`src/rtl/sevenseg_pkg.sv`:
```
// Shared glyph codes, FSM state and helper types for the 7-segment scan decoder.
package sevenseg_pkg;

    // Active-low {g,f,e,d,c,b,a} segment patterns
    localparam logic [6:0] GLYPH_0     = 7'b1000000;
    localparam logic [6:0] GLYPH_1     = 7'b1111001;
    localparam logic [6:0] GLYPH_2     = 7'b0100100;
    localparam logic [6:0] GLYPH_3     = 7'b0110000;
    localparam logic [6:0] GLYPH_4     = 7'b0011001;
    localparam logic [6:0] GLYPH_5     = 7'b0010010;
    localparam logic [6:0] GLYPH_6     = 7'b0000010;
    localparam logic [6:0] GLYPH_7     = 7'b1111000;
    localparam logic [6:0] GLYPH_8     = 7'b0000000;
    localparam logic [6:0] GLYPH_9     = 7'b0010000;
    localparam logic [6:0] GLYPH_BLANK = 7'b1111111;
    localparam logic [6:0] GLYPH_A     = 7'b0001000;
    localparam logic [6:0] GLYPH_B     = 7'b0000011;
    localparam logic [6:0] GLYPH_C     = 7'b1000110;
    localparam logic [6:0] GLYPH_D     = 7'b0100001;
    localparam logic [6:0] GLYPH_E     = 7'b0000110;
    localparam logic [6:0] GLYPH_F     = 7'b0001110;

    typedef enum logic [1:0] {
        IDLE     = 2'd0,
        SETTLE   = 2'd1,
        CAPTURED = 2'd2
    } state_t;

    typedef struct packed {
        logic       valid;
        logic [1:0] idx;
    } an_sel_t;

    typedef struct packed {
        logic [3:0] nibble;
        logic       blank;
        logic       err;
    } glyph_t;

    // Slot index of a one-hot-low anode vector; valid=0 for anything else
    function automatic an_sel_t onehot_low_idx(input logic [3:0] an);
        an_sel_t r;
        r = '0;
        case (an)
            4'b1110: begin r.valid = 1'b1; r.idx = 2'd0; end
            4'b1101: begin r.valid = 1'b1; r.idx = 2'd1; end
            4'b1011: begin r.valid = 1'b1; r.idx = 2'd2; end
            4'b0111: begin r.valid = 1'b1; r.idx = 2'd3; end
            default: r = '0;
        endcase
        return r;
    endfunction

endpackage

```
`src/rtl/sevenseg_glyph_decode.sv`:
```
// Combinational glyph -> {nibble, blank, err} decoder.
// SEVENSEG_HEX_DECODE_EN additionally accepts the A..F glyphs.
module sevenseg_glyph_decode
    import sevenseg_pkg::*;
(
    input  logic [6:0] seg,
    output glyph_t     glyph_c
);

    always_comb begin
        glyph_c = '0;
        case (seg)
            GLYPH_0:     glyph_c.nibble = 4'h0;
            GLYPH_1:     glyph_c.nibble = 4'h1;
            GLYPH_2:     glyph_c.nibble = 4'h2;
            GLYPH_3:     glyph_c.nibble = 4'h3;
            GLYPH_4:     glyph_c.nibble = 4'h4;
            GLYPH_5:     glyph_c.nibble = 4'h5;
            GLYPH_6:     glyph_c.nibble = 4'h6;
            GLYPH_7:     glyph_c.nibble = 4'h7;
            GLYPH_8:     glyph_c.nibble = 4'h8;
            GLYPH_9:     glyph_c.nibble = 4'h9;
            GLYPH_BLANK: glyph_c.blank  = 1'b1;
`ifdef SEVENSEG_HEX_DECODE_EN
            GLYPH_A:     glyph_c.nibble = 4'hA;
            GLYPH_B:     glyph_c.nibble = 4'hB;
            GLYPH_C:     glyph_c.nibble = 4'hC;
            GLYPH_D:     glyph_c.nibble = 4'hD;
            GLYPH_E:     glyph_c.nibble = 4'hE;
            GLYPH_F:     glyph_c.nibble = 4'hF;
`else
            GLYPH_A, GLYPH_B, GLYPH_C,
            GLYPH_D, GLYPH_E, GLYPH_F: glyph_c.err = 1'b1;
`endif
            default:     glyph_c.err = 1'b1;
        endcase
    end

endmodule

```
`src/rtl/sevenseg_scan_decoder.sv`:
```
// Samples a multiplexed seg/an display bus, settles each slot and commits whole 4-digit frames.
// Hex glyph acceptance is controlled by SEVENSEG_HEX_DECODE_EN (see sevenseg_glyph_decode).
module sevenseg_scan_decoder
    import sevenseg_pkg::*;
#(
    parameter int unsigned SETTLE_CYCLES = 4,
    parameter int unsigned STALE_CYCLES  = 1048576
) (
    input  logic        clk,
    input  logic        rst,
    input  logic [7:0]  seg,
    input  logic [3:0]  an,
    output logic [15:0] digits,
    output logic [3:0]  dp,
    output logic [3:0]  blank,
    output logic        frame_valid,
    output logic        err,
    output logic        stale
);

    localparam int unsigned CW = $clog2(SETTLE_CYCLES + 1);
    localparam int unsigned SW = $clog2(STALE_CYCLES + 1);

    state_t          state;
    logic [3:0]      an_q, an_p;
    logic [7:0]      seg_q, seg_p;
    logic [CW-1:0]   cnt;
    logic [3:0]      mask;
    logic [3:0][3:0] sh_nib;
    logic [3:0]      sh_dp, sh_blank, sh_err;
    logic [SW-1:0]   stale_cnt;

    an_sel_t       sel_c;
    glyph_t        glyph_c;
    logic          match_c;
    logic          capture_c;
    logic [CW-1:0] cnt_inc_c;

    sevenseg_glyph_decode u_dec (
        .seg     (seg_q[6:0]),
        .glyph_c (glyph_c)
    );

    assign sel_c   = onehot_low_idx(an_q);
    assign match_c = ({an_q, seg_q} == {an_p, seg_p});

    // Settle count after this sample, and whether the slot is captured now
    always_comb begin
        cnt_inc_c = CW'(1);
        capture_c = 1'b0;
        if (state == SETTLE && match_c)
            cnt_inc_c = cnt + CW'(1);
        if (sel_c.valid && cnt_inc_c >= CW'(SETTLE_CYCLES)) begin
            case (state)
                IDLE:     capture_c = 1'b1;
                SETTLE:   capture_c = 1'b1;
                CAPTURED: capture_c = !match_c;
                default:  capture_c = 1'b0;
            endcase
        end
    end

    always_ff @(posedge clk) begin
        if (rst) begin
            state       <= IDLE;
            an_q        <= 4'hF;
            an_p        <= 4'hF;
            seg_q       <= 8'hFF;
            seg_p       <= 8'hFF;
            cnt         <= '0;
            mask        <= '0;
            sh_nib      <= '0;
            sh_dp       <= '0;
            sh_blank    <= '0;
            sh_err      <= '0;
            stale_cnt   <= '0;
            digits      <= '0;
            dp          <= '0;
            blank       <= 4'b1111;
            frame_valid <= 1'b0;
            err         <= 1'b0;
            stale       <= 1'b0;
        end else begin
            an_q        <= an;
            seg_q       <= seg;
            an_p        <= an_q;
            seg_p       <= seg_q;
            frame_valid <= 1'b0;

            case (state)
                IDLE: begin
                    if (sel_c.valid) begin
                        state <= capture_c ? CAPTURED : SETTLE;
                        cnt   <= cnt_inc_c;
                    end else begin
                        cnt <= '0;
                    end
                end
                SETTLE: begin
                    if (!sel_c.valid) begin
                        state <= IDLE;
                        cnt   <= '0;
                    end else begin
                        cnt <= cnt_inc_c;
                        if (capture_c)
                            state <= CAPTURED;
                    end
                end
                CAPTURED: begin
                    if (!sel_c.valid) begin
                        state <= IDLE;
                        cnt   <= '0;
                    end else if (!match_c) begin
                        state <= capture_c ? CAPTURED : SETTLE;
                        cnt   <= cnt_inc_c;
                    end
                end
                default: begin
                    state <= IDLE;
                    cnt   <= '0;
                end
            endcase

            if (capture_c) begin
                sh_nib[sel_c.idx]   <= glyph_c.nibble;
                sh_dp[sel_c.idx]    <= ~seg_q[7];
                sh_blank[sel_c.idx] <= glyph_c.blank;
                sh_err[sel_c.idx]   <= glyph_c.err;
            end

            // Commit the frame the cycle after the last missing slot lands
            if (mask == 4'b1111) begin
                digits      <= sh_nib;
                dp          <= sh_dp;
                blank       <= sh_blank;
                err         <= |sh_err;
                frame_valid <= 1'b1;
            end
            mask <= ((mask == 4'b1111) ? 4'b0000 : mask)
                  | (capture_c ? (4'b0001 << sel_c.idx) : 4'b0000);

            if (capture_c) begin
                stale_cnt <= '0;
                stale     <= 1'b0;
            end else if (stale_cnt != SW'(STALE_CYCLES)) begin
                stale_cnt <= stale_cnt + SW'(1);
                stale     <= (stale_cnt + SW'(1)) == SW'(STALE_CYCLES);
            end else begin
                stale <= 1'b1;
            end
        end
    end

endmodule

```
`config.mk`:
```
export PLATFORM = sky130hd
export DESIGN_NAME = sevenseg_scan_decoder
export DESIGN_NICKNAME = d
export VERILOG_FILES = /design/src/rtl/sevenseg_pkg.sv /design/src/rtl/sevenseg_glyph_decode.sv /design/src/rtl/sevenseg_scan_decoder.sv
export SDC_FILE = /design/constraint.sdc
export NUM_CORES = 1
export LEC_CHECK = 0
export CAP_MARGIN = 20
export CORE_AREA = 2 2 126 128
export CTS_CLUSTER_SIZE = 40
export DETAILED_ROUTE_END_ITERATION = 10
export DIE_AREA = 0 0 128 130
export SYNTH_ARGS = -nofsm -noshare
export SYNTH_HDL_FRONTEND = slang
export SYNTH_SLANG_ARGS = --single-unit
```
`constraint.sdc`:
```
create_clock -name clk -period 4.7 [get_ports clk]
set_input_delay 0.94 -clock clk [delete_from_list [all_inputs] [get_ports clk]]
set_output_delay 0.94 -clock clk [all_outputs]
set_load 0.01 [all_outputs]
```
## Word-level counts from Yosys, hierarchy flattened

Cells that the tools add are included.

| operators by class | value |
|---|---|
| $add $sub $neg | 2 |
| $lt $le $gt $ge | 3 |
| equality and inequality tests | 23 |
| shift operators | 1 |
| muxes and demuxes | 30 |
| bitwise operators | 2 |
| reduce and logical (&&, ||, !) cells | 11 |

Operators by type and width:

| operator | number |
|---|---|
| one-hot mux 4 bit (9 select lines) | 1 |
| equality test 7 bit (second input constant) | 4 |
| adder 21 x 1 -> 21 bit (second input constant) | 1 |
| equality test 21 bit (second input constant) | 1 |
| equality test 7 x 5 -> 1 bit (second input constant) | 3 |
| != test 21 bit (second input constant) | 1 |
| bitwise mux 16 bit | 1 |
| equality test 4 bit (second input constant) | 4 |
| equality test 7 x 6 -> 1 bit (second input constant) | 2 |
| bitwise mux 4 bit | 3 |
| equality test 12 bit | 1 |
| two-way mux 2 bit | 6 |
| two-way mux 3 bit | 4 |
| two-way mux 4 bit | 3 |
| one-hot mux 3 bit (4 select lines) | 1 |
| OR reduction 11 bit | 1 |
| demux 4 bit (select 2 bit) | 1 |
| equality test 7 x 2 -> 1 bit (second input constant) | 1 |
| zero test 7 bit | 1 |
| two-way mux 1 bit | 6 |
| != test 3 bit (second input constant) | 2 |
| one-hot mux 2 bit (3 select lines) | 1 |
| one-hot mux 3 bit (2 select lines) | 1 |
| equality test 4 x 3 -> 1 bit (second input constant) | 1 |
| 18 further kinds | 21 |

| storage, ports and cells | value |
|---|---|
| flip-flop bits (word level) | 109 |
| input bits | 14 |
| output and inout port bits | 27 |

## Logic depth before layout (Yosys ltp)

Gate-level depths: netlist of run 1.

| depth | value |
|---|---|
| depth after elaboration | 10 |
| depth in mapped cells | 9 |

## Modules after synthesis

From an unflattened synthesis of run 1, not the netlist that was laid out.

| unflattened totals | value |
|---|---|
| cell total of the unflattened synthesis | 516 |
| area, all modules | 4669.5 um^2 |

Modules (own cells, without submodules):

| module | instances | cells an instance | area an instance (um^2) |
|---|---|---|---|
| sevenseg_scan_decoder | 1 | 488 | 4478.0 |
| sevenseg_glyph_decode | 1 | 28 | 191.4 |

## Least setup slack after synthesis of run 1

No wires, ideal clock.

| path | value |
|---|---|
| kind | register to register |
| start | register stale_cnt[1] |
| end | register stale |
| arrival | 1890 ps |
| required time | 4630 ps |
| path slack | 2740 ps |
| stages on the path, launching flop included | 9 |
| buffers on the path | 0 |
| period minus slack after synthesis | 1960 ps |
| path through | dfxtp_1 > ha_1 > nand3_4 > nor4_4 > nand3_2 > xor2_1 > nor4_2 > nand4_1 > a21oi_1 |

| between the ends | value |
|---|---|
| longest elaborated chain between the ends | 3 |

Ends and longest elaborated chain:

| element | RTL line | text |
|---|---|---|
| start: declaration | sevenseg_scan_decoder.sv:31 | `logic [SW-1:0] stale_cnt;` |
| start signal: assignment | sevenseg_scan_decoder.sv:146 | `stale_cnt <= stale_cnt + SW'(1);` |
| adder 21 x 1 -> 21 bit | sevenseg_scan_decoder.sv:147 | `stale <= (stale_cnt + SW'(1)) == SW'(STALE_CYCLES);` |
| equality test 21 bit | sevenseg_scan_decoder.sv:147 |  |
| two-way mux 1 bit (*) | sevenseg_scan_decoder.sv:145 | `end else if (stale_cnt != SW'(STALE_CYCLES)) begin` |
| end signal: assignment | sevenseg_scan_decoder.sv:147 |  |
| end: declaration | sevenseg_scan_decoder.sv:18 | `output logic stale` |

Every way passes the cells marked *; elsewhere a longest branch is shown, timed or not.
A chain may end at the register's enable or synchronous reset.

## Worst setup path after layout of run 1

| path | value |
|---|---|
| start | register seg_q[1] |
| end | register stale_cnt[18] |

| between the ends | value |
|---|---|
| longest elaborated chain between the ends | 7 |

Ends and longest elaborated chain:

| element | RTL line | text |
|---|---|---|
| start: declaration | sevenseg_scan_decoder.sv:26 | `logic [7:0] seg_q, seg_p;` |
| start signal: assignment | sevenseg_scan_decoder.sv:85 | `seg_q <= seg;` |
| equality test 12 bit (*) | sevenseg_scan_decoder.sv:45 | `assign match_c = ({an_q, seg_q} == {an_p, seg_p});` |
| logical AND 1 bit | sevenseg_scan_decoder.sv:51 | `if (state == SETTLE && match_c)` |
| two-way mux 3 bit | sevenseg_scan_decoder.sv:51 |  |
| greater-or-equal comparator 3 bit | sevenseg_scan_decoder.sv:53 | `if (sel_c.valid && cnt_inc_c >= CW'(SETTLE_CYCLES)) begin` |
| logical AND 1 bit | sevenseg_scan_decoder.sv:53 |  |
| two-way mux 1 bit (*) | sevenseg_scan_decoder.sv:53 |  |
| OR reduction 2 bit (no line) (*) | n/a |  |

Marks and branches as above.

==> results of run 1 <==
-- cells by family (layout without fill, tap and decap cells) --
logic type      after synthesis  in the layout  synth area share, %
buf+inv                      37             66                 3.26
flops                       109            109                 48.6
compound gates               56             56                 7.33
simple gates                237            237                 26.5
fa+ha+maj                     3              3                0.837
xor+xnor                     38             38                 7.42
mux                          27             27                 6.02
-- worst reg2reg max path: cells and delay by family (launching register included) --
kind / cells / cell delay (ns)
AO/OA/AOI/OAI: 1 / 0.56
XOR/XNOR: 1 / 0.17
flip-flops: 1 / 0.53
AND/OR/NAND/NOR: 5 / 1.06
-- cell usage in the layout (no fill, tap or decap), drive strengths merged, types with 3 or more instances in the layout --
master	instances
nand2	74
buf	3
xnor2	27
mux2i	27
o21ai	7
a31oi	4
nor2b	3
nor2	72
or2	25
ha	3
inv	12
and3	7
nand3	12
a21oi	33
xor2	11
clkdlybuf4s50	39
nand4	11
dfxtp	109
nor3	11
nand3b	5
clkbuf	10
nor4	8
-- cell usage after synthesis (all sizes together), types with 11 or more instances --
| cell | number | share of area, % |
|---|---|---|
| xnor2 | 27 | 5.3 |
| nand4 | 11 | 2.0 |
| clkbuf | 23 | 1.9 |
| mux2i | 27 | 6.0 |
| a21oi | 33 | 3.7 |
| nor2 | 72 | 6.0 |
| nand3 | 12 | 2.0 |
| dfxtp | 109 | 49 |
| nand2 | 74 | 6.4 |
| xor2 | 11 | 2.1 |
| or2 | 25 | 3.5 |
| nor3 | 11 | 1.3 |
-- worst max path at each step --
stage                          endpoint         start  slack [ns]
after floorplan                   stale  stale_cnt[1]        2.74
after global placement     stale_cnt[4]      seg_q[1]        2.37
after detailed placement  stale_cnt[19]      seg_q[1]        2.26
after CTS                 stale_cnt[19]      seg_q[1]        2.24
after global routing      stale_cnt[17]      seg_q[1]        2.03
final                     stale_cnt[18]      seg_q[1]        2.27
-- state kept, by name, indices dropped and copies added (netlist names) --
name,flops
seg_q,8
stale_cnt,21
an_p,4
sh_dp,4
sh_blank,4
stale,1
state,2
seg_p,8
digits,16
cnt,3
frame_valid,1
an_q,4
sh_err,4
mask,4
blank,4
dp,4
err,1
sh_nib,16
-- layout make-up --
type | count | area (sq um)
inverter | 8 | 30.0
sequential | 109 | 2180
timing repair buffer | 42 | 410
multi-input combinational | 361 | 2160
clock inverter | 6 | 72.6
fill | 1585 | 10100
clock buffer | 10 | 239
tap | 192 | 240
-- through the flow --
step                utilization, %  cell area (sq um)  worst slack [ns]  hold WS [ns]
floorplan                        -               4490              2.74         0.431
global placement              32.6               5020              2.37         0.448
detailed placement            32.6               5020              2.26         0.449
CTS                           34.6               5330              2.24         0.461
global route                  34.6               5330              2.03         0.481
finish                        34.6               5330              2.27         0.457
-- layer usage --
layer | global-route usage (%) | up-vias | routed length, um
met5 | 0 | - | 0
li1 | - | 1742 | -
met4 | 5.17 | 0 | 200
met2 | 20.4 | 65 | 4490
met1 | 15.0 | 1623 | 4410
met3 | 2.26 | 17 | 293
-- power breakdown --
| group | switching, mW | total, mW | internal [mW] |
|---|---|---|---|
| Clock | 0.383 | 0.778 | 0.395 |
| Sequential | 0.0178 | 0.954 | 0.936 |
| Combinational | 0.0341 | 0.0692 | 0.0351 |
| Total | 0.435 | 1.80 | 1.37 |
==> impl_metrics.ini, run 1 <==
[final_layout]
stdcell_count = 728
nets = 548
syn2layout_area_growth_pct = 18.9
drive_gt1_share_pct = 10.6
diodes = 0

[synthesis]
synthFlopType = dfxtp_1
syn_avg_cell_area_sq_um = 8.85
ys_ff_latch = 109
synth.distinct_cells = 47
synth_fp_nets = 524
async_flop_share_pct = 0
syn_inst = 507
syn-cell-area_sq_um = 4490
yosysWarningCount = 0
synth_edf_count = 0
ys_seq_area_share_pct = 48.6

[worst_setup_path]
end_kind = flip-flop
crit_buf_inv = 0
cpLargestDelayFamily = simple AND/OR/NAND/NOR gates
reg2reg_from = seg_q[1]
critPathLaunchType = flip-flop
r2r_end = stale_cnt[18]
crit_type = reg2reg
critPathMaxFanout = 17
cp_slowest_cell = o21bai_2
cp.arrival_ns = 2.67
path_cells = xnor2_1 -> nand4_1 -> nor3_2 -> nand2_1 -> o21bai_2 -> or2_2 -> nor2_1
r2r_slack_ns = 2.27
required_ns = 4.95
slowest_delay_ns = 0.56
r2r_cells = 7
worst-path-stages = 7

[placed_design]
post-dp-hpwl_mm = 6.53
port_buffers = 40
gp_congestion = 0.880
dp.cells = 712

[floorplanning]
die_h_um = 130
die_x_um = 128
ios = 41
initial_utilization_pct = 29.1
dieArea_sq_um = 16600
row_count = 46
coreArea_sq_um = 15400

[drt]
antenna_left = 0
drt_first_pass_iters = 4
drtIter0Drc = 223
wl_per_cell_um = 12.9
avgViaCountPerCell = 4.73
drc = 0
finalWirelength_mm = 9.40
vias = 3447

[power]
peakVddDrop_uv = 165
leakagePower_nw = 2.07
total_power_mw = 1.80
power_density_nw_per_um2 = 338

[sta]
slew_viol_final = 0
tightest_slew_ns = 0.862
min_period_over_period_pct = 51.6
relSlewSlack_pct = 42.5
finalSetupTns_ns = 0
fin_crit_ns = 2.43
setup_viol = 0
fin_skew_ns = 0.0131
rsz0062_at_grt = no
hold_viol = 0
max_freq_ghz = 0.412

[cts]
root_buffer = clkbuf_16
htreeDepth = 3
cts.repair.resized = 0
clk_pin_slew_worst_paths_ns = 0.08
clk_path_buf_depth = 2
cts_hold_buf = 0
clock-sinks = 109
cts_inserted_buffers = 9
clock_latency_ns = 0.36
post-cts-setup-buffers = 0
tritoncts = done

[global_route]
grt_max_degree = 83
grt_pass1_vias = 3380
grt-ovfl-total = 0
grtUsageTotal_pct = 12.0
antenna_found_initial = 0
grt_pass1_wl_mm = 16.1

[outcome]
outcome = complete, no violations

[min_path]
hold_depth = 2
whs_endpoint = err
hold_path_class = reg2reg
hp-start = err

[run]
maxCapViolCount = 0
(Power assumes the default switching activity.)
==> run 2, diff against run 1 <==
clock period = 2.5 ns   (was 4.7 ns; I/O delays follow)
==> run 2 against run 1 <==
Largest cell class unchanged. Wire length is 3.9% lower. Count of clock-buffer cells in the layout is 1 lower. Via count is 1.9% lower. Critical endpoint is now stale. Critical path type unchanged. Maximum frequency is 11% higher. Sequential cell count stayed put. Combinational power is 92% higher. Worst hold slack worse by 0.0016 ns.
==> impl_metrics.ini, run 2 (same netlist as run 1, synthesis figures left out) <==
[worst_setup_path]
r2r_end = stale
critPathMaxFanout = 6
r2r_slack_ns = 0.31
required_ns = 2.78
r2r_cells = 8
reg2reg_from = stale_cnt[1]
cp.arrival_ns = 2.47
end_kind = flip-flop
critPathLaunchType = flip-flop
critPathLaunch = stale_cnt[1]
crit_type = reg2reg

[floorplanning]
row_count = 46
coreArea_sq_um = 15400
die_h_um = 130
ios = 41
initial_utilization_pct = 29.1
dieArea_sq_um = 16600
die_x_um = 128

[global_route]
grtUsageTotal_pct = 11.5
grt_pass1_vias = 3249
grt-ovfl-total = 0
antenna_found_initial = 0
grt_pass1_wl_mm = 15.3
grt_max_degree = 54

[final_layout]
regMostFlops = stale_cnt
layout_commonest_cell = dfxtp_1
diodes = 0
layout_common_cells = 109 x dfxtp_1, 73 x nand2_1, 72 x nor2_1
fill_cells = 1569
stdcell_count = 734
largest_register_ffs = 21
syn2layout_area_growth_pct = 19.6
nets = 554
top_regs = stale_cnt: 21 flops, digits: 16 flops, sh_nib: 16 flops
drive_gt1_share_pct = 11.6

[min_path]
hp-start = err
hold_path_class = reg2reg
whs_endpoint = err
hold_depth = 2

[power]
peakVddDrop_uv = 455
clockPowerShare_pct = 42.4
swShare_pct = 24.1
power_frac_comb_pct = 4.0
leakagePower_nw = 2.09
p_sw_uw = 806
total_power_mw = 3.34
p_int_mw = 2.54
power_density_nw_per_um2 = 623
seqPwrFrac_pct = 53.6

[sta]
max_freq_ghz = 0.457
slew_viol_final = 0
min_period_over_period_pct = 87.5
tightest_slew_ns = 0.619
hold_viol = 0
rsz0062_at_grt = no
fin_skew_ns = 0.0136
setup_viol = 0
finalSetupTns_ns = 0
fin_crit_ns = 2.19
relSlewSlack_pct = 58.7

[cts]
tritoncts = done
cts_hold_buf = 0
htreeDepth = 3
cts.repair.resized = 0
post-cts-setup-buffers = 0
cts_inserted_buffers = 9
clk_pin_slew_worst_paths_ns = 0.08
clock-sinks = 109
clock_latency_ns = 0.36
clk_path_buf_depth = 2
root_buffer = clkbuf_16

[placed_design]
gp_congestion = 0.808
dp.cells = 718
post-dp-hpwl_mm = 6.30
port_buffers = 40

[outcome]
outcome = complete, no violations

[drt]
finalWirelength_mm = 9.03
drt_first_pass_iters = 4
drc = 0
drtIter0Drc = 222
vias = 3380
antenna_left = 0
wl_per_cell_um = 12.3
avgViaCountPerCell = 4.60

[run]
maxCapViolCount = 0
## run 2: cell count changes in the layout (fill, tap and decap cells not counted)
cell and delta:
inv_6 -1, clkinv_2 +1, buf_4 +6, clkbuf_8 -1, clkinvlp_4 +1
## run 2: worst max path at each step
| stage | end | slack [ns] | depth (start not counted) |
|---|---|---|---|
| after floorplan | stale | 0.54 | 8 |
| after global placement | stale | 0.42 | 8 |
| after detailed placement | stale | 0.31 | 8 |
| after CTS | stale | 0.28 | 8 |
| after global routing | stale | 0.13 | 8 |
| final | stale | 0.31 | 8 |
## run 2: area by class of cell
cell class                      count  area [sq um]  area share (%)
Multi-Input combinational cell    361          2160            40.2
Tap cell                          192           240            4.48
Inverter                            8          30.0           0.559
Sequential cell                   109          2180            40.7
Clock buffer                        9           225            4.20
Clock inverter                      7          76.3            1.42
Timing Repair Buffer               48           455            8.48
## run 2: worst max-delay path, cell delays in order, from the launching register on
cell and delay (ns):
dfxtp_1 0.43, ha_1 0.27, nand3_4 0.13, nor4_4 0.46, nand3_2 0.12, xor2_1 0.18, nor4_2 0.27, nand4_1 0.10
a21oi_1 0.15
## run 2: stage by stage
stage | setup slack, ns | hold slack [ns] | utilization [%] | instance area [sq um]
final | 0.311 | 0.455 | 34.8 | 5370
after global routing | 0.125 | 0.475 | 34.8 | 5370
after CTS | 0.281 | 0.457 | 34.8 | 5370
after detailed placement | 0.313 | 0.446 | 32.8 | 5070
after global placement | 0.419 | 0.444 | 32.8 | 5070
after floorplan | 0.540 | 0.431 | - | 4490
## run 2: power by group through the flow
| stage | registers [mW] | clock network [mW] | logic (mW) |
|---|---|---|---|
| 6_report | 1.79 | 1.42 | 0.133 |
| 3_5_place_dp | 1.83 | 0 | 0.134 |
| 3_3_place_gp | 1.83 | 0 | 0.131 |
| 4_1_cts | 1.79 | 1.48 | 0.135 |
| 5_1_grt | 1.80 | 1.55 | 0.148 |
| 2_1_floorplan | 1.82 | 0 | 0.104 |
## run 2: per-layer routing
metal | wire length [um] | share of wire (%) | vias to the layer above | track usage [%]
met5 | 0 | 0 | - | 0
met4 | 123 | 1.4 | 0 | 3.75
met3 | 329 | 3.6 | 10 | 3.94
met2 | 4230 | 47 | 59 | 18.9
met1 | 4350 | 48 | 1554 | 14.1
li1 | - | - | 1757 | -
==> run 3, diff against run 2 <==
GPL_TIMING_DRIVEN = 0   (was default)
SETUP_SLACK_MARGIN = 0.02   (was default)
==> run 3 against run 2 <==
Worst hold slack barely moved. Global-route usage rose by 0.79 points. Utilization rose by 0.61 points. Total power rose by 3.7%. First-iteration DRC count fell by 44%. Setup slack got worse by 0.097 ns. Cell count rose by 3.0%.
==> impl_metrics.ini, run 3 (same netlist as run 1, synthesis figures left out) <==
[drt]
antenna_left = 0
drc = 0
wl_per_cell_um = 12.7
finalWirelength_mm = 9.61
drt_first_pass_iters = 4
drtIter0Drc = 124
avgViaCountPerCell = 4.62
vias = 3490

[global_route]
grt_pass1_wl_mm = 16.2
grtUsageTotal_pct = 12.2
grt-ovfl-total = 0
grt_max_degree = 21
antenna_found_initial = 0
grt_pass1_vias = 3417

[floorplanning]
ios = 41
die_x_um = 128
row_count = 46
die_h_um = 130
initial_utilization_pct = 29.1
coreArea_sq_um = 15400
dieArea_sq_um = 16600

[power]
power_density_nw_per_um2 = 635
total_power_mw = 3.47
peakVddDrop_uv = 412
leakagePower_nw = 2.13

[final_layout]
diodes = 0
regMostFlops = stale_cnt
top_regs = stale_cnt: 21 flops, digits: 16 flops, sh_nib: 16 flops
largest_register_ffs = 21
layout_commonest_cell = dfxtp_1
layout_common_cells = 109 x dfxtp_1, 73 x nand2_1, 72 x nor2_1
drive_gt1_share_pct = 10.8
nets = 576
syn2layout_area_growth_pct = 21.7

[worst_setup_path]
cp.arrival_ns = 2.57
required_ns = 2.78
reg2reg_from = stale_cnt[1]
end_kind = flip-flop
cp_slowest_cell = nor4_4
r2r_slack_ns = 0.21
r2r_cells = 8
slowest_delay_ns = 0.47
r2r_end = stale
critPathLaunchType = flip-flop
critPathMaxFanout = 6
path_cells = ha_1 -> nand3_4 -> nor4_4 -> nand3_2 -> xor2_1 -> nor4_2 -> nand4_1 -> a21oi_1
crit_type = reg2reg

[sta]
setup_ws_ns = 0.214
max_freq_ghz = 0.437
rsz0062_at_grt = no
fin_skew_ns = 0.00826
min_period_over_period_pct = 91.4
slew_viol_final = 0
fin_crit_ns = 2.29
relSlewSlack_pct = 55.1
hold_viol = 0
setup_viol = 0
tightest_slew_ns = 0.668
finalSetupTns_ns = 0

[cts]
clock-sinks = 109
clock_latency_ns = 0.36
htreeDepth = 3
clk_pin_slew_worst_paths_ns = 0.07
clk_path_buf_depth = 2
root_buffer = clkbuf_16
cts_inserted_buffers = 9
tritoncts = done

[placed_design]
place_ws_ns = 0.155
gp_congestion = 0.843
post-dp-hpwl_mm = 7.06
port_buffers = 40

[min_path]
whs_endpoint = dp[0]
hold_depth = 2
hp-start = sh_dp[0]
hold_path_class = reg2reg

[outcome]
outcome = complete, no violations

[run]
maxCapViolCount = 0
run 3: changes by cell type in the layout (fill, tap and decap cells not counted), moves of 2 or more:
cell / delta
clkbuf_1: +23
buf_4: -7
buf_2: +5
clkinv_8: -2
run 3: area by class of cell:
class	instances	area (sq um)
plain buffers	29	116
repair buffers	41	408
inverters	8	30.0
multi-input cells	361	2160
clock buffers	10	239
flip-flops and latches	109	2180
well taps	192	240
fillers	1583	9960
clock inverters	6	81.3
run 3: critical path, delay by kind of cell, from the launching register on:
family	cells	cell delay (ns)
compound gates	1	0.17
xor+xnor	1	0.19
fa+ha+maj	1	0.27
flops	1	0.43
simple gates	5	1.16
run 3: worst max-delay path by stage:
stage	from	to	depth (start not counted)	slack [ns]
6_report	stale_cnt[1]	stale	8	0.21
5_1_grt	stale_cnt[1]	stale	8	0.03
4_1_cts	seg_q[0]	sh_nib[12]	8	0.13
3_3_place_gp	an_q[1]	sh_nib[15]	8	0.21
3_5_place_dp	seg_q[0]	sh_nib[14]	8	0.16
2_1_floorplan	stale_cnt[1]	stale	8	0.54
run 3: power by group:
| group | switching (mW) | internal [mW] | total [mW] |
|---|---|---|---|
| registers | 0.0248 | 1.76 | 1.78 |
| logic | 0.0797 | 0.0718 | 0.152 |
| clock network | 0.699 | 0.834 | 1.53 |
run 3: per-stage QoR:
stage	utilization, %	hold WS, ns	instance area, sq um	std cells
final	35.4	0.455	5460	756
after global routing	35.4	0.476	5460	756
after CTS	35.3	0.458	5450	755
after detailed placement	33.2	0.446	5130	739
after global placement	33.2	0.445	5130	739
after floorplan	-	0.431	4490	507
run 3: metal layers:
metal,track usage [%],part of all wire (%)
met3,3.90,3.7
met5,0,0
met1,14.6,46
met4,4.33,1.9
met2,20.8,48
run 3: repair_timing:
item / in CTS / in global routing
endpoints found under the setup margin: 0 / 43
buffers inserted: 0 / 1
hold buffers: 0 / 0
endpoints found under the hold margin: 0 / 0
gates resized for setup: 0 / 1
